<file path="src/rtl/ppu_fb_writer.sv">
// ppu_fb_writer: PPU pixel stream to double-buffered frame RAM writer.
// Bank swap with the VGA reader happens only on the vertical sync edge.
module ppu_fb_writer #(
  parameter int H_PIX     = 256,
  parameter int V_PIX     = 240,
  parameter int FRAME_PIX = H_PIX * V_PIX
) (
  input  logic        sysclk,
  input  logic        reset,
  input  logic        pix_valid,
  input  logic [5:0]  pix_data,
  input  logic        pix_frame_start,
  input  logic        vga_vs,
  output logic        fb_we,
  output logic [16:0] fb_waddr,
  output logic [7:0]  fb_wdata,
  output logic        rd_bank,
  output logic        frame_drop,
  output logic        sync_err
);

  typedef enum logic [1:0] {
    IDLE,
    WRITE,
    DONE
  } state_e;

  localparam logic [15:0] LAST = 16'(FRAME_PIX - 1);

  state_e      state_q;
  logic        wr_bank_q;
  logic        rd_bank_q;
  logic        vs_q;
  logic [15:0] pix_cnt_q;
  logic [15:0] pix_cnt_d;
  logic        fb_we_q;
  logic [16:0] fb_waddr_q;
  logic [7:0]  fb_wdata_q;
  logic        frame_drop_q;
  logic        sync_err_q;
  logic        vs_fall;
  logic        sof;

  assign vs_fall   = vs_q & ~vga_vs;
  assign sof       = pix_valid & pix_frame_start;
  assign pix_cnt_d = pix_cnt_q + 16'd1;

  // Frame FSM with registered write port, bank select and event pulses
  always_ff @(posedge sysclk) begin
    if (reset) begin
      state_q      <= IDLE;
      wr_bank_q    <= 1'b0;
      rd_bank_q    <= 1'b1;
      vs_q         <= 1'b1;
      pix_cnt_q    <= 16'd0;
      fb_we_q      <= 1'b0;
      fb_waddr_q   <= 17'd0;
      fb_wdata_q   <= 8'd0;
      frame_drop_q <= 1'b0;
      sync_err_q   <= 1'b0;
    end else begin
      vs_q         <= vga_vs;
      fb_we_q      <= 1'b0;
      frame_drop_q <= 1'b0;
      sync_err_q   <= 1'b0;
      unique case (state_q)
        IDLE: begin
          if (sof) begin
            fb_we_q    <= 1'b1;
            fb_waddr_q <= {wr_bank_q, 16'd0};
            fb_wdata_q <= {2'b00, pix_data};
            pix_cnt_q  <= 16'd1;
            state_q    <= WRITE;
          end
        end
        WRITE: begin
          if (sof) begin
            sync_err_q <= 1'b1;
            fb_we_q    <= 1'b1;
            fb_waddr_q <= {wr_bank_q, 16'd0};
            fb_wdata_q <= {2'b00, pix_data};
            pix_cnt_q  <= 16'd1;
          end else if (pix_valid) begin
            fb_we_q    <= 1'b1;
            fb_waddr_q <= {wr_bank_q, pix_cnt_q};
            fb_wdata_q <= {2'b00, pix_data};
            if (pix_cnt_q == LAST) begin
              pix_cnt_q <= 16'd0;
              state_q   <= DONE;
            end else begin
              pix_cnt_q <= pix_cnt_d;
            end
          end
        end
        DONE: begin
          if (vs_fall) begin
            rd_bank_q <= wr_bank_q;
            wr_bank_q <= ~wr_bank_q;
            if (sof) begin
              fb_we_q    <= 1'b1;
              fb_waddr_q <= {~wr_bank_q, 16'd0};
              fb_wdata_q <= {2'b00, pix_data};
              pix_cnt_q  <= 16'd1;
              state_q    <= WRITE;
            end else begin
              state_q <= IDLE;
            end
          end else if (sof) begin
            frame_drop_q <= 1'b1;
          end
        end
        default: state_q <= IDLE;
      endcase
    end
  end

  assign fb_we      = fb_we_q;
  assign fb_waddr   = fb_waddr_q;
  assign fb_wdata   = fb_wdata_q;
  assign rd_bank    = rd_bank_q;
  assign frame_drop = frame_drop_q;
  assign sync_err   = sync_err_q;

endmodule

</file>
<file path="config.mk">
export PLATFORM = sky130hd
export DESIGN_NAME = ppu_fb_writer
export DESIGN_NICKNAME = d
export VERILOG_FILES = /design/src/rtl/ppu_fb_writer.sv
export SDC_FILE = /design/constraint.sdc
export NUM_CORES = 1
export LEC_CHECK = 0
export CELL_PAD_IN_SITES_DETAIL_PLACEMENT = 1
export CELL_PAD_IN_SITES_GLOBAL_PLACEMENT = 1
export CORE_UTILIZATION = 38
export CTS_CLUSTER_SIZE = 25
export DETAILED_ROUTE_END_ITERATION = 6
export GPL_ROUTABILITY_DRIVEN = 0
export PLACE_DENSITY_LB_ADDON = 0.15
export SLEW_MARGIN = 30
export SYNTH_ARGS = -nofsm -noshare
export SYNTH_HDL_FRONTEND = slang
export SYNTH_SLANG_ARGS = --single-unit
</file>
<file path="constraint.sdc">
create_clock -name sysclk -period 2.2 [get_ports sysclk]
set_input_delay 0.44 -clock sysclk [delete_from_list [all_inputs] [get_ports sysclk]]
set_output_delay 0.44 -clock sysclk [all_outputs]
set_load 0.005 [all_outputs]
</file>
==> reports/qor.yml <==
status:
  outcome: "complete, no violations"
global_route:
  grt_max_degree: 48
  antenna_found_initial: 0
  overflow: 0
  grt_pass1_vias: 2165
  grt_pass1_wl_microns: 10420
  track_usage: 0.2148
finish:
  num-fill-cells: 681
  area_delta_synth_final_pct: 33.03
  layout.nets: 346
  drive_gt1_frac: 0.1424
  n_antenna_cell: 0
  final_area_sq_um: 2938
power:
  total_power_w: 0.001824
  p_per_area_nw_per_um2: 620.9
  ir_drop_mv: 0.2787
  leakagePower_nw: 1.020
sta:
  slew_headroom: 0.6659
  setup_violations: 0
  finalHoldViolCount: 0
  finalWorstSetupSlack_ns: 0.1489
  worstMarginPinSlew_ns: 0.5000
  min_period_ns: 2.051
  slew_viol_final: 0
  skew_ns: 0.009189
  fin_crit_sh: 0.9323
  setup_tns_ns: 0
  max_freq_ghz: 0.4875
floorplan:
  die_w_microns: 78.24
  fp.dieArea_sq_um: 6121
  initial_utilization: 0.3986
  num_rows: 27
  design.core.area_sq_um: 5540
  ios: 40
  fp.dieH_microns: 78.24
setup_path:
  cp_slowest_stage_delay_ns: 0.50
  crit_arrival_ns: 2.28
  reg2reg_to: "pix_cnt_q[15]"
  crit_chain: "ha_2 > inv_1 > a21oi_2 > nand3_4 > or4_1 > a21oi_1"
  r2r_cells: 6
  cp.required_ns: 2.43
  start_kind: "flop"
  critPathTopFamily: "simple AND/OR/NAND/NOR gates"
  worstReg2RegStart: "state_q[0]"
  path_class: "flop to flop"
  cp.buffers_inverters: 1
  critPathSlowestCell: "or4_1"
  r2r_setup_slack_ns: 0.15
  path_max_fanout: 12
  crit_path_end_kind: "flop"
synth:
  ys_seq_elements: 47
  synth_compound_area_frac: 0.1813
  synthXorXnorAreaFrac: 0.003966
  postSynthAreaPerCell_sq_um: 8.089
  ys_types: 47
  synth_largest_area_cell: "dfxtp_1"
  synthTopCellsByArea: "dfxtp_1 43%, a21oi_1 9.5%, nand2_1 8.2%"
  ys_seq_area_frac: 0.4261
  yosys-top-cells-count: "48 x nand2_1, 47 x dfxtp_1, 42 x a21oi_1"
  yosys_warnings: 0
  async_flop_share: 0
  muxShareOfSynthArea: 0
  synth_fa_ha_area_frac: 0.02833
  synth_edf_count: 0
  synth_area_sq_um: 2208
  synth_cells: 273
  yosys.area_share.simple: 0.3116
  yosysMostFrequentCell: "nand2_1"
  ys_dominant_reg_cell: "dfxtp_1"
  yosys.area.top_type_share: 0.4261
  synth_top_family_by_area: "simple AND/OR/NAND/NOR gates"
clock_network:
  cts_tree: "yes"
  postCtsSetupBuffers: 0
  cts_sinks: 47
  root_buffer: "clkbuf_8"
  htree_levels: 2
  clk_latency_ns: 0.30
  path_clk_slew_ns: 0.09
  cts_buffers: 5
  clock_path_buffers: 2
place:
  io_buffers: 37
  dp_hpwl_microns: 4372
  pre_cts_slack_ns: -0.1393
  place_area_sq_um: 2826
hold_path:
  min_to: "fb_waddr[11]"
  holdPathStages: 2
  holdCritStartpoint: "fb_waddr[11]"
  hold_class: "flop to flop"
route:
  wl_per_cell_microns: 15.50
  drt_iter0_drc: 79
  totalWireLength_microns: 6233
  vias: 2204
  drc: 0
  first_pass_iters: 4
  drt.antenna.violating_nets: 0
  via_per_inst: 5.483
job:
  cap_violations: 0
-- cell type report --
cell class              instances  area (sq um)  area share
flip-flops and latches         47         940.9      0.3203
inverters                       6         22.52    0.007666
multi-input cells             205          1191      0.4055
clock buffers                   6         82.58     0.02811
clock inverters                 1         5.005    0.001704
repair buffers                 65         605.6      0.2061
well taps                      72         90.09     0.03066
-- through the flow --
step / hold slack, ns / std cells / utilization
finish: 0.4547 / 402 / 0.5303
global route: 0.4676 / 402 / 0.5303
CTS: 0.4578 / 402 / 0.5260
detailed placement: 0.4449 / 395 / 0.5102
global placement: 0.4382 / 395 / 0.5102
floorplan: 0.4482 / 274 / -
-- layer usage --
layer | global-route usage | routed length (microns) | vias up
met3 | 0.03721 | 249 | 5
met4 | 0.05370 | 59 | 0
met2 | 0.3526 | 2931 | 47
met5 | 0 | 0 | -
met1 | 0.2910 | 2992 | 1055
li1 | - | - | 1097
-- how the worst max path moves through the flow --
| stage | start | endpoint | slack, ns | cells past startpoint |
|---|---|---|---|---|
| 3_3_place_gp | pix_valid | pix_cnt_q[10] | -0.09 | 6 |
| 3_5_place_dp | pix_valid | pix_cnt_q[15] | -0.14 | 6 |
| 2_1_floorplan | state_q[1] | pix_cnt_q[8] | 0.38 | 8 |
| 5_1_grt | state_q[0] | fb_waddr[3] | -0.03 | 9 |
| 6_report | state_q[0] | pix_cnt_q[15] | 0.15 | 6 |
| 4_1_cts | state_q[0] | pix_cnt_q[15] | 0.004 | 6 |
-- flip-flops by register name, indices dropped and copies added, names as in the netlist, 2 cells and up --
name	count
state_q	2
pix_cnt_q	16
fb_wdata	6
fb_waddr	17
-- logic make-up (layout without fill, tap and decap cells) --
logic type	after synthesis	after routing
AND/OR/NAND/NOR	130	130
AO/OA/AOI/OAI	67	67
flip-flops	47	47
buffers and inverters	22	78
adder cells (fa/ha/maj)	5	5
other	1	2
XOR/XNOR	1	1
-- placed cells by master, fill, tap and decap left out, drive strengths merged, types with 2 or more instances in the layout --
cell type / netlist / final
or3b: 2 / 2
nand2: 48 / 48
conb: 1 / 2
and2: 2 / 2
nor2: 6 / 6
buf: 6 / 28
nand3: 28 / 28
ha: 5 / 5
inv: 6 / 6
and3: 3 / 3
clkdlybuf4s50: 0 / 37
or3: 8 / 8
clkbuf: 10 / 6
nor4: 5 / 5
or2: 2 / 2
nor3: 6 / 6
a21oi: 42 / 42
a31oi: 9 / 9
or4: 4 / 4
o21ai: 6 / 6
dfxtp: 47 / 47
nand4: 6 / 6
nand2b: 3 / 3
-- tightest hold or removal path, stage by stage (launching register included) --
cell,delay (ns)
dfxtp_1,0.31
nand2_1,0.05
a21oi_1,0.05
-- where the power goes --
| part | leakage [nW] | switching (W) | internal [W] |
|---|---|---|---|
| clock | 0.0470 | 0.000278 | 0.000247 |
| sequential | 0.380 | 0.0000163 | 0.000873 |
| combinational | 0.592 | 0.000230 | 0.000180 |
-- repair_timing --
| action | 4_1_cts | 5_1_grt |
|---|---|---|
| hold buffers | 0 | 0 |
| pin swaps | 1 | 1 |
| gates resized for setup | 0 | 5 |
| endpoints found under the hold margin | 0 | 0 |
| setup endpoints to repair | 1 | 16 |
Power figures use the tool's default switching activity.
